**src/rtl/spi_ctrl_pkg.sv**
```systemverilog
// Shared types and field positions for the SPI transfer sequencer.
// Optional SPI_LOOPBACK_EN (set by the build) is consumed by module_spi_xfer_ctrl.
package spi_ctrl_pkg;

  typedef enum logic [2:0] {
    IDLE   = 3'd0,
    LOAD   = 3'd1,
    SHIFT  = 3'd2,
    STORE  = 3'd3,
    UPDATE = 3'd4
  } state_t;

  localparam int CTRL_SEND    = 0;
  localparam int CTRL_ALL1    = 1;
  localparam int CTRL_ALL0    = 2;
  localparam int CTRL_NTX_LSB = 4;
  localparam int CTRL_NTX_MSB = 12;
  localparam int CTRL_NRX_LSB = 16;
  localparam int CTRL_NRX_MSB = 25;
  localparam int FRAME_W      = 8;

  // all_1s wins over all_0s; otherwise the stored byte goes out
  function automatic logic [FRAME_W-1:0] tx_pattern(input logic all1,
                                                    input logic all0,
                                                    input logic [FRAME_W-1:0] data);
    logic [FRAME_W-1:0] res;
    if (all1) begin
      res = 8'hFF;
    end else if (all0) begin
      res = 8'h00;
    end else begin
      res = data;
    end
    return res;
  endfunction

  function automatic logic [9:0] frames_done(input logic [8:0] n_tx_end);
    return {1'b0, n_tx_end} + 10'd1;
  endfunction

endpackage

```
**src/rtl/module_spi_sclk_gen.sv**
```systemverilog
// SCLK generator: toggles every HALF_DIV clocks while run_i is high,
// with one-clock rise/fall pulses aligned to the registered sclk_o edge.
module module_spi_sclk_gen #(
  parameter int HALF_DIV = 5
) (
  input  logic clk_i,
  input  logic rst_i,
  input  logic run_i,
  output logic sclk_o,
  output logic rise_o,
  output logic fall_o
);

  localparam int CNT_W = $clog2(HALF_DIV);
  localparam logic [CNT_W-1:0] CNT_LAST = CNT_W'(HALF_DIV - 1);

  logic [CNT_W-1:0] cnt_r;
  logic             sclk_r;
  logic             rise_r;
  logic             fall_r;

  // half-period counter; parked low and cleared whenever not running
  always_ff @(posedge clk_i) begin
    if (rst_i || !run_i) begin
      cnt_r  <= '0;
      sclk_r <= 1'b0;
      rise_r <= 1'b0;
      fall_r <= 1'b0;
    end else if (cnt_r == CNT_LAST) begin
      cnt_r  <= '0;
      sclk_r <= ~sclk_r;
      rise_r <= ~sclk_r;
      fall_r <= sclk_r;
    end else begin
      cnt_r  <= cnt_r + CNT_W'(1);
      rise_r <= 1'b0;
      fall_r <= 1'b0;
    end
  end

  assign sclk_o = sclk_r;
  assign rise_o = rise_r;
  assign fall_o = fall_r;

endmodule

```
**src/rtl/module_spi_xfer_ctrl.sv**
```systemverilog
// SPI master transfer sequencer (mode 0, MSB first) over a control/data register pair.
// Build option SPI_LOOPBACK_EN: rx samples mosi_o internally and miso_i is ignored.
module module_spi_xfer_ctrl
  import spi_ctrl_pkg::*;
#(
  parameter int HALF_DIV = 5,
  parameter int ADDR_W   = 9
) (
  input  logic              clk_i,
  input  logic              rst_i,
  input  logic [31:0]       ctrl_i,
  output logic [31:0]       ctrl_o,
  output logic              ctrl_wr_o,
  input  logic [31:0]       data_i,
  output logic [ADDR_W-1:0] data_addr_o,
  output logic [31:0]       data_o,
  output logic              data_wr_o,
  output logic              sclk_o,
  output logic              mosi_o,
  input  logic              miso_i,
  output logic              cs_o
);

  state_t              state_r;
  state_t              state_s;
  logic [8:0]          ntx_r;
  logic                all1_r;
  logic                all0_r;
  logic [31:0]         ctrl_lat_r;
  logic [2:0]          bit_cnt_r;
  logic [FRAME_W-1:0]  tx_r;
  logic [FRAME_W-1:0]  rx_r;
  logic [FRAME_W-1:0]  tx_byte_s;
  logic                holdoff_r;
  logic                cs_r;
  logic                mosi_r;
  logic                ctrl_wr_r;
  logic                data_wr_r;
  logic [ADDR_W-1:0]   data_addr_r;
  logic [31:0]         data_r;
  logic [31:0]         ctrl_r;
  logic                send_s;
  logic                last_fall_s;
  logic                last_frame_s;
  logic                rx_bit_s;
  logic                run_s;
  logic                sclk_s;
  logic                rise_s;
  logic                fall_s;
  logic                unused_s;

  module_spi_sclk_gen #(.HALF_DIV(HALF_DIV)) u_sclk_gen (
    .clk_i  (clk_i),
    .rst_i  (rst_i),
    .run_i  (run_s),
    .sclk_o (sclk_s),
    .rise_o (rise_s),
    .fall_o (fall_s)
  );

`ifdef SPI_LOOPBACK_EN
  assign rx_bit_s = mosi_r;
  assign unused_s = ^{data_i[31:FRAME_W], miso_i};
`else
  assign rx_bit_s = miso_i;
  assign unused_s = ^data_i[31:FRAME_W];
`endif

  // holdoff masks a send bit whose clearing write has not landed yet
  assign send_s       = ctrl_i[CTRL_SEND] && !holdoff_r;
  assign run_s        = (state_r == SHIFT);
  assign last_fall_s  = fall_s && (bit_cnt_r == 3'd7);
  assign last_frame_s = (data_addr_r == ntx_r[ADDR_W-1:0]);
  assign tx_byte_s    = tx_pattern(all1_r, all0_r, data_i[FRAME_W-1:0]);

  // state register
  always_ff @(posedge clk_i) begin
    if (rst_i) begin
      state_r <= IDLE;
    end else begin
      state_r <= state_s;
    end
  end

  // next-state decode
  always_comb begin
    state_s = state_r;
    case (state_r)
      IDLE: begin
        if (send_s) state_s = LOAD;
        else        state_s = IDLE;
      end
      LOAD:  state_s = SHIFT;
      SHIFT: begin
        if (last_fall_s) state_s = STORE;
        else             state_s = SHIFT;
      end
      STORE: begin
        if (last_frame_s) state_s = UPDATE;
        else              state_s = LOAD;
      end
      UPDATE:  state_s = IDLE;
      default: state_s = IDLE;
    endcase
  end

  // datapath and registered outputs; write strobes default low every cycle
  always_ff @(posedge clk_i) begin
    if (rst_i) begin
      ntx_r       <= 9'd0;
      all1_r      <= 1'b0;
      all0_r      <= 1'b0;
      ctrl_lat_r  <= 32'd0;
      bit_cnt_r   <= 3'd0;
      tx_r        <= '0;
      rx_r        <= '0;
      holdoff_r   <= 1'b0;
      cs_r        <= 1'b1;
      mosi_r      <= 1'b0;
      ctrl_wr_r   <= 1'b0;
      data_wr_r   <= 1'b0;
      data_addr_r <= '0;
      data_r      <= 32'd0;
      ctrl_r      <= 32'd0;
    end else begin
      ctrl_wr_r <= 1'b0;
      data_wr_r <= 1'b0;
      case (state_r)
        IDLE: begin
          holdoff_r <= 1'b0;
          if (send_s) begin
            ntx_r       <= ctrl_i[CTRL_NTX_MSB:CTRL_NTX_LSB];
            all1_r      <= ctrl_i[CTRL_ALL1];
            all0_r      <= ctrl_i[CTRL_ALL0];
            ctrl_lat_r  <= ctrl_i;
            data_addr_r <= '0;
            cs_r        <= 1'b0;
          end
        end
        LOAD: begin
          tx_r      <= tx_byte_s;
          mosi_r    <= tx_byte_s[FRAME_W-1];
          rx_r      <= '0;
          bit_cnt_r <= 3'd0;
        end
        SHIFT: begin
          if (rise_s) begin
            rx_r <= {rx_r[FRAME_W-2:0], rx_bit_s};
          end
          if (fall_s) begin
            bit_cnt_r <= bit_cnt_r + 3'd1;
            if (bit_cnt_r != 3'd7) begin
              tx_r   <= {tx_r[FRAME_W-2:0], 1'b0};
              mosi_r <= tx_r[FRAME_W-2];
            end else begin
              data_r    <= {24'h000000, rx_r};
              data_wr_r <= 1'b1;
            end
          end
        end
        STORE: begin
          if (!last_frame_s) begin
            data_addr_r <= data_addr_r + ADDR_W'(1);
          end else begin
            ctrl_r    <= {ctrl_lat_r[31:CTRL_NRX_MSB+1], frames_done(ntx_r),
                          ctrl_lat_r[CTRL_NRX_LSB-1:CTRL_SEND+1], 1'b0};
            ctrl_wr_r <= 1'b1;
          end
        end
        UPDATE: begin
          cs_r      <= 1'b1;
          holdoff_r <= 1'b1;
        end
        default: begin
          cs_r <= 1'b1;
        end
      endcase
    end
  end

  assign ctrl_o      = ctrl_r;
  assign ctrl_wr_o   = ctrl_wr_r;
  assign data_addr_o = data_addr_r;
  assign data_o      = data_r;
  assign data_wr_o   = data_wr_r;
  assign sclk_o      = sclk_s;
  assign mosi_o      = mosi_r;
  assign cs_o        = cs_r;

endmodule
```
**config.mk**
```make
export PLATFORM = sky130hd
export DESIGN_NAME = module_spi_xfer_ctrl
export DESIGN_NICKNAME = d
export VERILOG_FILES = /design/src/rtl/spi_ctrl_pkg.sv /design/src/rtl/module_spi_sclk_gen.sv /design/src/rtl/module_spi_xfer_ctrl.sv
export SDC_FILE = /design/constraint.sdc
export NUM_CORES = 1
export LEC_CHECK = 0
export CAP_MARGIN = 20
export CORE_MARGIN = 2
export CORE_UTILIZATION = 48
export CTS_BUF_LIST = sky130_fd_sc_hd__clkbuf_2
export DETAILED_ROUTE_END_ITERATION = 8
export GPL_ROUTABILITY_DRIVEN = 0
export PLACE_DENSITY = 0.94
export SLEW_MARGIN = 0
export SYNTH_ARGS = -nofsm -noshare
export SYNTH_HDL_FRONTEND = slang
export SYNTH_SLANG_ARGS = --single-unit
```
**constraint.sdc**
```tcl
create_clock -name clk_i -period 2.27 [get_ports clk_i]
set_input_delay 0.454 -clock clk_i [delete_from_list [all_inputs] [get_ports clk_i]]
set_output_delay 0.454 -clock clk_i [all_outputs]
set_load 0.1 [all_outputs]
```
======== Word level (Yosys, flattened, before mapping) ========
Index checks and enable logic that the tools add are counted.
word-level totals
  register bits after elaboration ......... 123
  output and inout port bits .............. 78
operators by class
  $add $sub $neg .......................... 4
  eq/ne operators ......................... 13
  muxes and demuxes ....................... 24
  bitwise operators ....................... 7
  reductions and logical operators ........ 22
operators with widths
  operator                                        number
  2-to-1 mux 8 bit                                3
  2-to-1 mux 9 bit                                2
  case mux 9 bit (2 select lines)                 1
  case mux 8 bit (2 select lines)                 1
  2-to-1 mux 7 bit                                2
  case mux 7 bit (2 select lines)                 1
  case mux 3 bit (4 select lines)                 1
  adder 9 x 1 -> 10 bit (second input constant)   1
  inequality test 2 bit (second input constant)   5
  AND reduction 2 bit                             5
  adder 9 x 1 -> 9 bit (second input constant)    1
  == test 3 bit (second input constant)           3
  == test 9 bit                                   1
  AND reduction 3 bit                             3
  2-to-1 mux 1 bit                                7
  NOT 1 bit                                       7
  adder 3 x 1 -> 3 bit (second input constant)    2
  == test 3 x 2 -> 1 bit (second input constant)  2
  2-to-1 mux 3 bit                                2
  case mux 1 bit (2 select lines)                 3
  case mux 3 bit (2 select lines)                 1
  nonzero test 2 bit                              3
  OR reduction 2 bit                              3
  OR reduction 3 bit                              2
  other kinds (6)                                 8

======== Depth between registers and ports, before layout ========
  depth in word-level cells ............... 4
  gate-level depth with buffers ........... 7
  depth with buffers taken out ............ 6

======== Modules after synthesis ========
Synthesis repeated with hierarchy kept, for this count alone.
second synthesis, totals
  cell total of the unflattened synthesis .. 490
  area total of the unflattened synthesis .. 4,390.5 um^2
modules (own cells, without submodules)
  module                instances  cells each  area an instance (um^2)  seq. area each (um^2)
  module_spi_xfer_ctrl  1          466         4,149.0                  1,901.8
  module_spi_sclk_gen   1          24          241.5                    120.1

======== Worst setup path before layout ========
No wires, ideal clock.
  path kind ............................... reg2reg
  start point ............................. register data_addr_r[2] (netlist: data_addr_o[2])
  end point ............................... register ctrl_r[1] (netlist: ctrl_o[1])
  setup time .............................. 0.128 ns
  data arrival time ....................... 2.348 ns
  data required time ...................... 2.142 ns
  setup slack ............................. -0.206 ns
  stages on the path, launching flop included .. 8
  buffers on the path ..................... 2
  cell sequence ........................... dfxtp_1 buf_2 xnor2_1 nand2_1 nor4b_4 buf_6 mux2i_1 nor2_1
between the ends
  cells in the longest elaborated chain, start to end .. 2
ends and longest elaborated chain
  element                        RTL line                     RTL
  start: declaration             module_spi_xfer_ctrl.sv:39   logic [ADDR_W-1:0] data_addr_r;
  start signal: assignment       module_spi_xfer_ctrl.sv:163  data_addr_r <= data_addr_r + ADDR_W'(1);
  == test 9 bit                  module_spi_xfer_ctrl.sv:73   assign last_frame_s = (data_addr_r == ntx_r[ADDR_W-1:0]);
  AND reduction 2 bit (no line)  --
  end signal: assignment         module_spi_xfer_ctrl.sv:165  ctrl_r <= {ctrl_lat_r[31:CTRL_NRX_MSB+1], frames_done(ntx_r),
  end: declaration               module_spi_xfer_ctrl.sv:41   logic [31:0] ctrl_r;
No other way between the ends.
A chain may end at the register's enable or synchronous reset.

======== Final worst setup path ========
  start point ............................. register ntx_r[7]
  end point ............................... register data_addr_r[6] (netlist: data_addr_o[6])
between the ends
  cells in the longest elaborated chain, start to end .. 3
ends and longest elaborated chain
  element                          RTL line                     RTL
  start: declaration               module_spi_xfer_ctrl.sv:26   logic [8:0] ntx_r;
  start signal: assignment         module_spi_xfer_ctrl.sv:132  ntx_r <= ctrl_i[CTRL_NTX_MSB:CTRL_NTX_LSB];
  == test 9 bit                    module_spi_xfer_ctrl.sv:73
  inequality test 2 bit (no line)  --
  AND reduction 3 bit (no line)    --
No other way between the ends.

==> results.toml <==
[global_route]
grt_pass1_vias = 3306
antenna_found_initial = 0
grt_usage_pct = 19.62
grt_max_degree = 70
grt_pass1_wl_um = 15730
grt-ovfl-total = 0

[synthesis]
synth_area_per_cell_um2 = 8.936
ys_ff_latch = 101
synth_compound_area_share_pct = 12.61
synth_top_family_by_area = "simple AND/OR/NAND/NOR gates"
synthAdderAreaFrac_pct = 1.701
synthSimpleGateAreaFrac_pct = 20.01
synth_top_area_share_pct = 45.80
syn_inst = 494
yosys_warnings = 0
ys_async_sr_fraction_pct = 0
synthXorXnorAreaFrac_pct = 3.912
netlist_area_um2 = 4414
synth_edf_count = 0
synth_area_leaders = "dfxtp_1, mux2i_1, nand2_1"
yosysUniqueCellTypes = 47
muxShareOfSynthArea_pct = 7.256
yosysSeqAreaShare_pct = 45.80
ys.flop_type = "dfxtp_1"
yosysTopAreaCell = "dfxtp_1"

[critical_path]
worstSetupEndpoint = "data_addr_o[6]$_SDFFE_PP0P_"
rr_startpoint = "ntx_r[7]$_SDFFE_PP0N_"
timing.rr.end = "data_addr_o[6]$_SDFFE_PP0P_"
cp.arrival_ns = 2.61
r2r_slack_ns = 0.18
cp-startpoint = "ntx_r[7]$_SDFFE_PP0N_"
path_max_fanout = 6
critPathRequiredTime_ns = 2.79
reg2reg_depth = 5
worstSetupEndpointType = "flip-flop"
start_kind = "flip-flop"
crit_type = "flip-flop to flip-flop"

[clock_tree]
cts_resized = 0
root_buffer = "clkbuf_2"
path_clk_slew_ns = 0.29
cts_inserted_buffers = 9
cts.sinks = 101
cts_tree = "yes"
post-cts-setup-buffers = 0
clk_latency_ns = 0.57
clockBufferDepth = 2
htree_levels = 3
cts_hold_buf = 0

[finish]
fillers = 734
final_util_pct = 59.59
fin_nets = 642
layout-drive-gt1-share_pct = 20.38
antenna_cells = 0
final_design_area_no_fill_um2 = 5248
syn_to_final_growth_pct = 18.88

[floorplanning]
core_um2 = 8806
die_w_um = 99.90
boundaryPins = 145
rows = 34
initial_utilization_pct = 50.13
die_area_um2 = 9979
die_h_um = 99.90

[place]
dp.final_hpwl_um = 6909
post_dp_cell_area_um2 = 5120
port_buffers = 85

[run]
maxCapViolations = 0

[routing]
drc = 0
ant_nets = 0
vias_per_cell = 5.177
drt-total-wl_um = 9532
dr.pass1.iters = 4
wl_per_cell_um = 13.98
drt_iter0_markers = 248
vias = 3531

[pwr]
finalPower_w = 0.003409
p_leak_nw = 2.017
irDropWorstVdd_uv = 347.2
powerDensity_nw_per_um2 = 649.6

[sta]
worst_slew_pin_slew_ns = 0.7552
setup_viol = 0
skew_ns = 0.02262
fin_crit_ns = 2.090
hold_violations = 0
setup-tns-final_ns = 0
max_slew_margin_pct = 49.01
drv_slew = 0
rsz0062_at_grt = "no"
final.period_utilization_pct = 92.05
clock.fmax_ghz = 0.4786

[hold_path]
min_path_type = "primary input to flip-flop"

[status]
outcome = "complete, no violations"
-- sequential cells by signal, summed over array words and instances (netlist names) --
name / flops
u_sclk_gen.sclk_o: 1
mosi_o: 1
ntx_r: 8
ctrl_lat_r: 13
u_sclk_gen.fall_o: 1
tx_r: 7
ctrl_wr_o: 1
rx_r: 8
data_o: 8
u_sclk_gen.rise_o: 1
u_sclk_gen.cnt_r: 3
holdoff_r: 1
ctrl_o: 31
state_r: 3
bit_cnt_r: 3
data_addr_o: 9
cs_o: 1
data_wr_o: 1
-- metal layers --
| layer | track usage [%] | share of wire [%] |
|---|---|---|
| met5 | 0 | 0 |
| met4 | 9.062 | 2.3 |
| met3 | 3.343 | 5.4 |
| met2 | 31.76 | 48 |
| met1 | 25.74 | 44 |
-- cell usage after synthesis (6+ instances only) --
master	instances
dfxtp_1	101
nand2_1	72
nor2_1	50
a21oi_1	49
mux2i_1	32
buf_4	25
clkbuf_1	18
nand3_1	15
o21ai_0	12
xnor2_1	12
a22oi_1	8
nor2_2	8
a211oi_2	7
buf_2	7
buf_6	6
ha_1	6
-- cell usage in the layout (no fill, tap or decap), types with 3 or more instances in the layout --
cell,count
buf_4,64
nor2_2,8
o311ai_0,3
dfxtp_1,92
nand2_1,72
nor3_1,4
a21o_1,3
nand3_1,15
dfxtp_2,9
o21ai_0,12
a21oi_1,49
clkdlybuf4s50_1,31
nand2b_1,5
a22oi_1,8
nor2_1,50
and2_1,3
xnor2_1,12
inv_1,5
mux2i_1,32
or3_1,4
a211oi_2,7
and3_1,5
conb_1,25
xor2_1,4
clkbuf_2,9
ha_1,6
-- worst max-delay path, cell delays in order, from the launching register on --
cell,delay (ns)
dfxtp_1,0.62
xnor2_2,0.17
nand4_2,0.20
o311ai_0,0.69
o21ai_0,0.20
a21oi_1,0.19
-- metrics by stage --
| step | hold slack (ns) | cells | worst slack, ns |
|---|---|---|---|
| final | 0.3806 | 682 | 0.1804 |
| after global routing | 0.3507 | 682 | 0.06144 |
| after CTS | 0.3533 | 682 | 0.2440 |
| after detailed placement | 0.4477 | 666 | 0.2772 |
| after global placement | 0.4416 | 666 | 0.3741 |
| after floorplan | 0.4324 | 518 | 0.1324 |
-- cells by family after synthesis --
family | count (synthesis)
AOI/OAI and AO/OA | 89
xor gates and xnor gates | 18
adders and majority gates | 6
buffers and inverters | 62
DFF | 101
muxes | 32
other | 1
and+or+nand+nor | 185
-- area by class of cell --
| cell class | count | area [um2] | share of cell area (%) |
|---|---|---|---|
| Multi-Input combinational cell | 355 | 2102 | 40.06 |
| Sequential cell | 101 | 2033 | 38.75 |
| Timing Repair Buffer | 97 | 830.8 | 15.83 |
| Tap cell | 108 | 135.1 | 2.575 |
| Clock inverter | 7 | 82.58 | 1.574 |
| Clock buffer | 9 | 45.04 | 0.8584 |
| Inverter | 5 | 18.77 | 0.3577 |
-- report_power, final --
part	leakage [nW]	internal, W	total [W]	switching [W]
clock network	0.0763	0.000275	0.000907	0.000632
logic	1.12	0.000175	0.000616	0.000440
registers	0.823	0.00183	0.00189	0.0000538
-- worst min-delay path by stage --
stage                                            from                     endpoint  slack [ns]  depth (start not counted)
final                                      ctrl_i[26]  ctrl_lat_r[26]$_SDFFE_PP0N_        0.38                          3
after global routing                        ctrl_i[3]   ctrl_lat_r[3]$_SDFFE_PP0N_        0.35                          3
after CTS                                  ctrl_i[26]  ctrl_lat_r[26]$_SDFFE_PP0N_        0.35                          3
after detailed placement  ctrl_lat_r[15]$_SDFFE_PP0N_  ctrl_lat_r[15]$_SDFFE_PP0N_        0.45                          2
after global placement    ctrl_lat_r[14]$_SDFFE_PP0N_  ctrl_lat_r[14]$_SDFFE_PP0N_        0.44                          2
after floorplan                  rx_r[7]$_SDFFE_PP0P_       data_o[7]$_SDFFE_PP0P_        0.43                          2
No activity file was read; power rests on OpenSTA's default activity.
